File: src/rtl/wb_ram_arbiter.sv
// Two-master to one-slave pipelined Wishbone arbiter sharing a single RAM slave port.
// Round-robin grant, per-grant outstanding tracking and a watchdog that turns a hung slave into a bus error.
module wb_ram_arbiter #(
    parameter int MAX_OUT = 4,
    parameter int TIMEOUT = 255
) (
    input  logic        clk_bus,
    input  logic        rst_bus,

    input  logic        m0_cyc_i,
    input  logic        m0_stb_i,
    input  logic        m0_we_i,
    input  logic [31:0] m0_adr_i,
    input  logic [3:0]  m0_sel_i,
    input  logic [31:0] m0_dat_i,
    output logic [31:0] m0_dat_o,
    output logic        m0_ack_o,
    output logic        m0_err_o,
    output logic        m0_rty_o,
    output logic        m0_stall_o,

    input  logic        m1_cyc_i,
    input  logic        m1_stb_i,
    input  logic        m1_we_i,
    input  logic [31:0] m1_adr_i,
    input  logic [3:0]  m1_sel_i,
    input  logic [31:0] m1_dat_i,
    output logic [31:0] m1_dat_o,
    output logic        m1_ack_o,
    output logic        m1_err_o,
    output logic        m1_rty_o,
    output logic        m1_stall_o,

    output logic        s_cyc_o,
    output logic        s_stb_o,
    output logic        s_we_o,
    output logic [31:0] s_adr_o,
    output logic [3:0]  s_sel_o,
    output logic [31:0] s_dat_o,
    input  logic [31:0] s_dat_i,
    input  logic        s_ack_i,
    input  logic        s_err_i,
    input  logic        s_rty_i,
    input  logic        s_stall_i
);

    typedef enum logic [1:0] {IDLE, OWN0, OWN1, FLUSH} state_t;

    localparam logic [3:0]  MAX_CNT = 4'(MAX_OUT);
    localparam logic [15:0] WD_LAST = 16'(TIMEOUT - 1);

    state_t      state;
    logic        last;
    logic [3:0]  out_cnt;
    logic [15:0] wd_cnt;

    logic        own0;
    logic        own1;
    logic        owning;
    logic        own_cyc;
    logic        own_stb;
    logic        own_we;
    logic [31:0] own_adr;
    logic [3:0]  own_sel;
    logic [31:0] own_dat;
    logic        own_stall;
    logic        slave_resp;
    logic        accept;
    logic        timeout;
    logic [3:0]  out_cnt_next;

    assign own0   = (state == OWN0);
    assign own1   = (state == OWN1);
    assign owning = own0 | own1;

    // The grant register alone selects which master's request reaches the slave.
    always_comb begin
        own_cyc = m0_cyc_i;
        own_stb = m0_stb_i;
        own_we  = m0_we_i;
        own_adr = m0_adr_i;
        own_sel = m0_sel_i;
        own_dat = m0_dat_i;
        if (own1) begin
            own_cyc = m1_cyc_i;
            own_stb = m1_stb_i;
            own_we  = m1_we_i;
            own_adr = m1_adr_i;
            own_sel = m1_sel_i;
            own_dat = m1_dat_i;
        end
    end

    assign slave_resp = s_ack_i | s_err_i | s_rty_i;

    assign s_cyc_o = owning & own_cyc;
    assign s_stb_o = owning & own_stb & (out_cnt < MAX_CNT);
    assign s_we_o  = owning & own_we;
    assign s_adr_o = owning ? own_adr : '0;
    assign s_sel_o = owning ? own_sel : '0;
    assign s_dat_o = owning ? own_dat : '0;

    assign accept    = s_stb_o & ~s_stall_i;
    assign own_stall = s_stall_i | (out_cnt == MAX_CNT);
    assign timeout   = owning & (out_cnt != 4'd0) & ~slave_resp & (wd_cnt == WD_LAST);

    // A watchdog expiry is reported as exactly one error to the owner.
    assign m0_stall_o = own0 ? own_stall : 1'b1;
    assign m0_ack_o   = own0 & s_ack_i & ~timeout;
    assign m0_err_o   = own0 & (s_err_i | timeout);
    assign m0_rty_o   = own0 & s_rty_i;
    assign m0_dat_o   = own0 ? s_dat_i : '0;

    assign m1_stall_o = own1 ? own_stall : 1'b1;
    assign m1_ack_o   = own1 & s_ack_i & ~timeout;
    assign m1_err_o   = own1 & (s_err_i | timeout);
    assign m1_rty_o   = own1 & s_rty_i;
    assign m1_dat_o   = own1 ? s_dat_i : '0;

    always_comb begin
        out_cnt_next = out_cnt;
        if (accept && !slave_resp)
            out_cnt_next = out_cnt + 4'd1;
        else if (!accept && slave_resp && out_cnt != 4'd0)
            out_cnt_next = out_cnt - 4'd1;
    end

    // Leaving a grant for any reason drops all outstanding bookkeeping; late responses are never forwarded.
    always_ff @(posedge clk_bus or posedge rst_bus) begin
        if (rst_bus) begin
            state   <= IDLE;
            last    <= 1'b1;
            out_cnt <= 4'd0;
            wd_cnt  <= 16'd0;
        end else begin
            case (state)
                IDLE: begin
                    out_cnt <= 4'd0;
                    wd_cnt  <= 16'd0;
                    if (m0_cyc_i && (!m1_cyc_i || last)) begin
                        state <= OWN0;
                        last  <= 1'b0;
                    end else if (m1_cyc_i) begin
                        state <= OWN1;
                        last  <= 1'b1;
                    end
                end
                OWN0, OWN1: begin
                    if (timeout) begin
                        state   <= FLUSH;
                        out_cnt <= 4'd0;
                        wd_cnt  <= 16'd0;
                    end else if (!own_cyc) begin
                        state   <= IDLE;
                        out_cnt <= 4'd0;
                        wd_cnt  <= 16'd0;
                    end else begin
                        out_cnt <= out_cnt_next;
                        if (slave_resp || out_cnt == 4'd0)
                            wd_cnt <= 16'd0;
                        else
                            wd_cnt <= wd_cnt + 16'd1;
                    end
                end
                FLUSH: begin
                    state   <= IDLE;
                    out_cnt <= 4'd0;
                    wd_cnt  <= 16'd0;
                end
                default: begin
                    state   <= IDLE;
                    out_cnt <= 4'd0;
                    wd_cnt  <= 16'd0;
                end
            endcase
        end
    end

endmodule

File: config.mk
export PLATFORM = sky130hd
export DESIGN_NAME = wb_ram_arbiter
export DESIGN_NICKNAME = d
export VERILOG_FILES = /design/src/rtl/wb_ram_arbiter.sv
export SDC_FILE = /design/constraint.sdc
export NUM_CORES = 1
export LEC_CHECK = 0
export CORE_AREA = 2 2 124 126
export CTS_CLUSTER_DIAMETER = 50
export DETAILED_ROUTE_END_ITERATION = 10
export DIE_AREA = 0 0 126 128
export PLACE_DENSITY = 0.58
export SLEW_MARGIN = 30
export SYNTH_ARGS = -nofsm -noshare
export SYNTH_HDL_FRONTEND = slang
export SYNTH_SLANG_ARGS = --single-unit
File: constraint.sdc
create_clock -name clk_bus -period 5.3 [get_ports clk_bus]
set_input_delay 0.53 -clock clk_bus [delete_from_list [all_inputs] [get_ports clk_bus]]
set_output_delay 0.53 -clock clk_bus [all_outputs]
set_load 0.005 [all_outputs]
==> metrics.md, run 1 <==
| Metric | Value |
|---|---|
| Nets | `between 800 and 900` |
| Worst Tran Pin Value | `~0.82 ns` |
| Startpoint types | `register` |
| Ys Warns | `0` |
| Clk sinks | `23` |
| Setup-failing EPs final | `0` |
| Initial antenna violation count | `0` |
| CTS hold repair buffers | `0` |
| Syn-to-layout area delta | `113%` |
| CP endpoint | `s_adr_o[2]` |
| Post-Synthesis Cells | `around 380` |
| Drt first-iter violations | `226` |
| PwrDens | `around 380 nW/um2` |
| DRC violations left | `0` |
| CP max stage cell | `ha_4` |
| Post-synth EDFFs | `0` |
| Crit Path Class | `register to output port` |
| WP buf/inv | `3` |
| Stages on the worst setup path | `6` |
| Worst setup path start | `state[0]$_DFFE_PP0P_` |
| Net Count, Synth | `between 500 and 600` |
| Dpl ws | `2.05 ns` |
| Die area | `between 15000 and 20000 um2` |
| HPWL Detailed | `13100 um` |
| Pin count of the biggest net entering global routing | `between 70 and 80` |
| I/O pin count | `around 320` |
| Wirelength per Cell | `about 18 um` |
| Setup TNS | `0 ns` |
| Mapped Area | `roughly 3100 um2` |
| Worst path top cell family by delay | `buffers and inverters` |
| Clock Path Buffers | `2` |
| Clk_lat worst skew | `approximately 0.25 ns` |
| Cell variety after synth | `between 40 and 50` |
| Vias after detailed routing | `3743` |
| Worst Slack Setup Final | `~1.9 ns` |
| # diodes | `0` |
| CP peak stage delay | `about 0.69 ns` |
| Post-Route WL | `around 16000 um` |
| Internal reg-to-reg setup slack | `2.14 ns` |
| P_leak | `2.41 nW` |
| # fillers | `~1500` |
| RePlAce Congestion | `just over 0.8` |
| CTS tree | `done` |
| Most frequent cells in the layout | `322 x clkdlybuf4s50_1, 72 x nor2b_1, 71 x mux2i_1` |
| GRT Util Overall | `0.176` |
| Worst-path cell chain | `inv_1, ha_4, buf_4, mux2i_1, nor2b_1, clkdlybuf4s50_1` |
| Root buffer cell | `clkbuf_16` |
| Most common cell after layout, fill and taps aside | `clkdlybuf4s50_1` |
| Htree depth | `1` |
| Grt total ovfl | `0` |
| Reg2reg start | `state[0]$_DFFE_PP0P_` |
| Initial Util | `0.205` |
| Number of global-route vias before repair | `3535` |
| Post_cts resized | `0` |
| Post-DRT Antenna Nets | `0` |
| Syn Area/Cell | `between 8 and 9 um2` |
| Asr flop ratio synth | `1.00` |
| Sequential share of the synthesized area | `0.189` |
| Clk pin slew, worst setup/hold paths | `approximately 0.060 ns` |
| Crit path DAT | `2.85 ns` |
| Peak supply drop | `~0.19 mV` |
| Die Ht | `about 130 um` |
| Core Region | `approximately 15000 um2` |
| PortBufs | `~320` |
| CP Max Fanout | `between 60 and 70` |
| Worst Hold Path Cells | `2` |
| #FFs+latches synth | `23` |
| Max_cap viols | `0` |
| Synth Flop Type | `dfrtp_1` |
| Postcts setup bufs | `0` |
| Slew Limit Fails | `0` |
| Hold Path Origin | `last$_DFFE_PP1P_` |
| Unrepaired setup endpoints after global routing | `no` |
| Worst Path Required | `roughly 4.8 ns` |
| Fmax | `0.296 GHz` |
| DR pass1 iterations | `5` |
| Hold WC Path Type | `register to register` |
| Die width | `~130 um` |
| First-pass GRT wire length | `roughly 22000 um` |
| Rel. slew slack | `0.451` |
| Reg-to-Reg End | `out_cnt[3]$_DFFE_PP0P_` |
| Reg2Reg Depth | `11` |
| Via/cell ratio | `roughly 4.3` |
| Status | `complete, no violations` |
| Period utilization | `0.637` |
| CP endpoint kind | `output port` |
| Clock skew | `about 0.0013 ns` |
| Final hold vios | `0` |
| Layout cells sized above 1 | `0.0264` |
| Number of buffers created by CTS | `3` |
| Row count | `45` |
| Tmin final | `~3.4 ns` |
stage by stage:
stage	hold WS (ns)	area, um2	utilization	total power [W]	cells
6_report	0.544	6510	0.438	0.00245	869
5_1_grt	0.582	6510	0.438	0.00260	869
3_5_place_dp	0.534	6430	0.432	0.00230	865
2_1_floorplan	0.480	3050	-	0.00113	378
4_1_cts	0.543	6510	0.438	0.00248	869
3_3_place_gp	0.512	6430	0.432	0.00229	865
worst min path at each step:
| stage | to | slack, ns |
|---|---|---|
| after floorplan | wd_cnt[0]$_DFF_PP0_ | 0.48 |
| after global placement | last$_DFFE_PP1P_ | 0.51 |
| after detailed placement | wd_cnt[5]$_DFF_PP0_ | 0.53 |
| after CTS | last$_DFFE_PP1P_ | 0.54 |
| after global routing | wd_cnt[0]$_DFF_PP0_ | 0.58 |
| final | last$_DFFE_PP1P_ | 0.54 |
synthesized netlist by cell type (all sizes together), types with 4 or more instances:
cell	number	area, um2
nor2	25	96.4
nor2b	72	450
xnor2	4	35.0
inv	8	30.0
and2	69	432
mux2i	72	724
nand2	12	47.6
nand4	5	31.3
dfrtp	22	551
buf	10	57.6
xor2	12	105
ha	7	87.6
nand3	6	30.0
clkbuf	16	60.1
flip-flops by register name, summed over array words and instances, names as in the netlist:
signal / cells
last: 1
out_cnt: 4
state: 2
wd_cnt: 16
cells by family after synthesis:
| logic type | after synthesis | share of synthesized area |
|---|---|---|
| simple gates | 210 | 0.409 |
| mux | 75 | 0.249 |
| buf+inv | 34 | 0.0484 |
| flops | 23 | 0.189 |
| xor+xnor | 16 | 0.0459 |
| compound gates | 12 | 0.0238 |
| fa+ha+maj | 8 | 0.0353 |
layer usage:
layer	share of wire	GRT usage	wire, um	vias to the layer above
li1	-	-	-	1854
met3	0.060	0.0334	937	9
met2	0.51	0.322	8100	122
met5	0	0	0	-
met1	0.42	0.220	6580	1758
met4	0.0079	0.0207	125	0
cell type report:
class                   count  area (um2)  area share
repair buffers            325        3250       0.499
flip-flops and latches     23         577      0.0886
well taps                 188         235      0.0361
clock buffers               3        75.1      0.0115
clock inverters             1        5.00    0.000769
multi-input cells         321        2340       0.360
inverters                   8        30.0     0.00461
power by group:
part           switching (W)  leakage [nW]  internal [W]
Combinational       0.000824          2.05       0.00124
Sequential         0.0000231         0.315      0.000200
Clock              0.0000622        0.0409      0.000101
worst min-delay path, cell delays in order, from the launching register on:
cell and delay (ns):
dfstp_2 0.37, a21oi_1 0.11, a31oi_1 0.06
Power figures use the tool's default switching activity.
==> run 2: changes to the inputs <==
--- a/config.mk
+++ b/config.mk
@@ -5,11 +5,11 @@
 export SDC_FILE = /design/constraint.sdc
 export NUM_CORES = 1
 export LEC_CHECK = 0
-export CORE_AREA = 2 2 124 126
+export CORE_AREA = 2 2 126 128
 export CTS_CLUSTER_DIAMETER = 50
 export DETAILED_ROUTE_END_ITERATION = 10
-export DIE_AREA = 0 0 126 128
-export PLACE_DENSITY = 0.58
+export DIE_AREA = 0 0 128 130
+export PLACE_DENSITY = 0.56
 export SLEW_MARGIN = 30
 export SYNTH_ARGS = -nofsm -noshare
 export SYNTH_HDL_FRONTEND = slang
==> constraint.sdc (replaced) <==
create_clock -name clk_bus -period 3.3 [get_ports clk_bus]
set_input_delay 0.33 -clock clk_bus [delete_from_list [all_inputs] [get_ports clk_bus]]
set_output_delay 0.33 -clock clk_bus [all_outputs]
set_load 0.005 [all_outputs]
==> metrics.md, run 2 (synthesis results as in run 1) <==
| Metric | Value |
|---|---|
| Status | `complete, no violations` |
| PwrDens | `602 nW/um2` |
| Htree depth | `1` |
| Postcts setup bufs | `0` |
| Reg-to-Reg End | `out_cnt[3]$_DFFE_PP0P_` |
| Setup TNS | `0 ns` |
| Post-Route WL | `15200 um` |
| Initial Util | `0.198` |
| PortBufs | `roughly 320` |
| Die area | `16600 um2` |
| CP endpoint kind | `output port` |
| Reg2reg start | `state[1]$_DFFE_PP0P_` |
| Max_cap viols | `0` |
| Root buffer cell | `clkbuf_16` |
| Worst Tran Pin Value | `0.634 ns` |
| RePlAce Congestion | `approximately 0.85` |
| CTS hold repair buffers | `0` |
| Grt total ovfl | `0` |
| Internal reg-to-reg setup slack | `between 0.6 and 0.7 ns` |
| Die width | `128 um` |
| Layout cells sized above 1 | `0.0264` |
| Setup-failing EPs final | `0` |
| Worst-path cell chain | `inv_1, ha_1, buf_4, buf_4, nand2_1, inv_1, clkdlybuf4s50_1` |
| I/O pin count | `between 300 and 400` |
| DRC violations left | `0` |
| Most frequent cells in the layout | `322 x clkdlybuf4s50_1, 72 x nor2b_1, 71 x mux2i_1` |
| Via/cell ratio | `between 4 and 5` |
| Vias after detailed routing | `3687` |
| HPWL Detailed | `12600 um` |
| Startpoint types | `register` |
| Worst hold margin | `around 0.42 ns` |
| Largest regs | `wd_cnt: 16 flops, out_cnt: 4 flops, state: 2 flops` |
| CP Max Fanout | `42` |
| # fillers | `~1500` |
| CP peak stage delay | `0.52 ns` |
| P_leak | `around 2.4 nW` |
| Post-DRT Antenna Nets | `0` |
| Max reg flops | `16` |
| CTS tree | `done` |
| Clk sinks | `23` |
| Syn-to-layout area delta | `114%` |
| Nets | `approximately 870` |
| Rel. slew slack | `0.578` |
| Row count | `between 40 and 50` |
| Tmin final | `2.92 ns` |
| Crit path DAT | `about 2.6 ns` |
| DR pass1 iterations | `4` |
| Crit Path Class | `register to output port` |
| Clk_lat worst skew | `around 0.25 ns` |
| Fmax | `around 0.34 GHz` |
| Largest reg by FF count | `wd_cnt` |
| Die Ht | `130 um` |
| Pin count of the biggest net entering global routing | `between 100 and 150` |
| Worst setup path start | `state[1]$_DFFE_PP0P_` |
| Peak supply drop | `a little under 0.3 mV` |
| Clock skew | `between 0.002 and 0.0025 ns` |
| Worst Path Required | `2.97 ns` |
| Unrepaired setup endpoints after global routing | `no` |
| CP max stage cell | `clkdlybuf4s50_1` |
| Final hold vios | `0` |
| Most common cell after layout, fill and taps aside | `clkdlybuf4s50_1` |
| Wirelength per Cell | `17.3 um` |
| Clock Path Buffers | `2` |
| Clk pin slew, worst setup/hold paths | `0.06 ns` |
| Initial antenna violation count | `0` |
| Slew Limit Fails | `0` |
| Drt first-iter violations | `around 140` |
| Post_cts resized | `0` |
| # diodes | `0` |
| Reg2Reg Depth | `11` |
| Number of global-route vias before repair | `about 3500` |
| Core Region | `15400 um2` |
| Number of buffers created by CTS | `3` |
| Period utilization | `0.885` |
| First-pass GRT wire length | `roughly 21000 um` |
| Hold WC Path Type | `primary input to async pin` |
| GRT Util Overall | `0.164` |
==> run 2: how the worst max path moves through the flow <==
stage | to | slack [ns] | cells past startpoint
after floorplan | out_cnt[3]$_DFFE_PP0P_ | 0.95 | 12
after global placement | m1_err_o | 0.69 | 8
after detailed placement | s_cyc_o | 0.64 | 7
after CTS | s_cyc_o | 0.35 | 7
after global routing | s_cyc_o | 0.18 | 7
final | s_cyc_o | 0.38 | 7
==> run 2: layout make-up <==
type                       instances  area [um2]  area share
sequential                        23         577      0.0882
clock buffer                       4        78.8      0.0121
multi-input combinational        321        2340       0.358
timing repair buffer             327        3270       0.501
tap                              192         240      0.0367
inverter                           8        30.0     0.00459
==> run 2: per-layer routing <==
| metal | up-vias | routed length (um) | GRT usage |
|---|---|---|---|
| li1 | 1863 | - | - |
| met1 | 1698 | 6360 | 0.215 |
| met2 | 118 | 7690 | 0.289 |
| met3 | 8 | 940 | 0.0316 |
| met4 | 0 | 168 | 0.0239 |
| met5 | - | 0 | 0 |
==> run 2: through the flow <==
stage	std cells	setup WS, ns	util	cell area [um2]	power [W]
3_5_place_dp	871	0.635	0.419	6460	0.00371
2_1_floorplan	378	0.955	-	3050	0.00181
4_1_cts	875	0.351	0.424	6540	0.00399
3_3_place_gp	871	0.686	0.419	6460	0.00369
5_1_grt	875	0.177	0.424	6540	0.00421
6_report	875	0.380	0.424	6540	0.00393
==> run 2: where the power goes <==
group	switching (W)	leakage [nW]	internal [W]
logic	0.00132	2.07	0.00200
registers	0.0000376	0.315	0.000321
clock network	0.0000925	0.0382	0.000165
total	0.00145	2.42	0.00248
==> run 2: critical path: cells and delay by family, from the launching register on <==
kind / cells / cell delay (ns)
fa+ha+maj: 1 / 0.30
buf+inv: 5 / 1.40
flops: 1 / 0.44
simple gates: 1 / 0.18
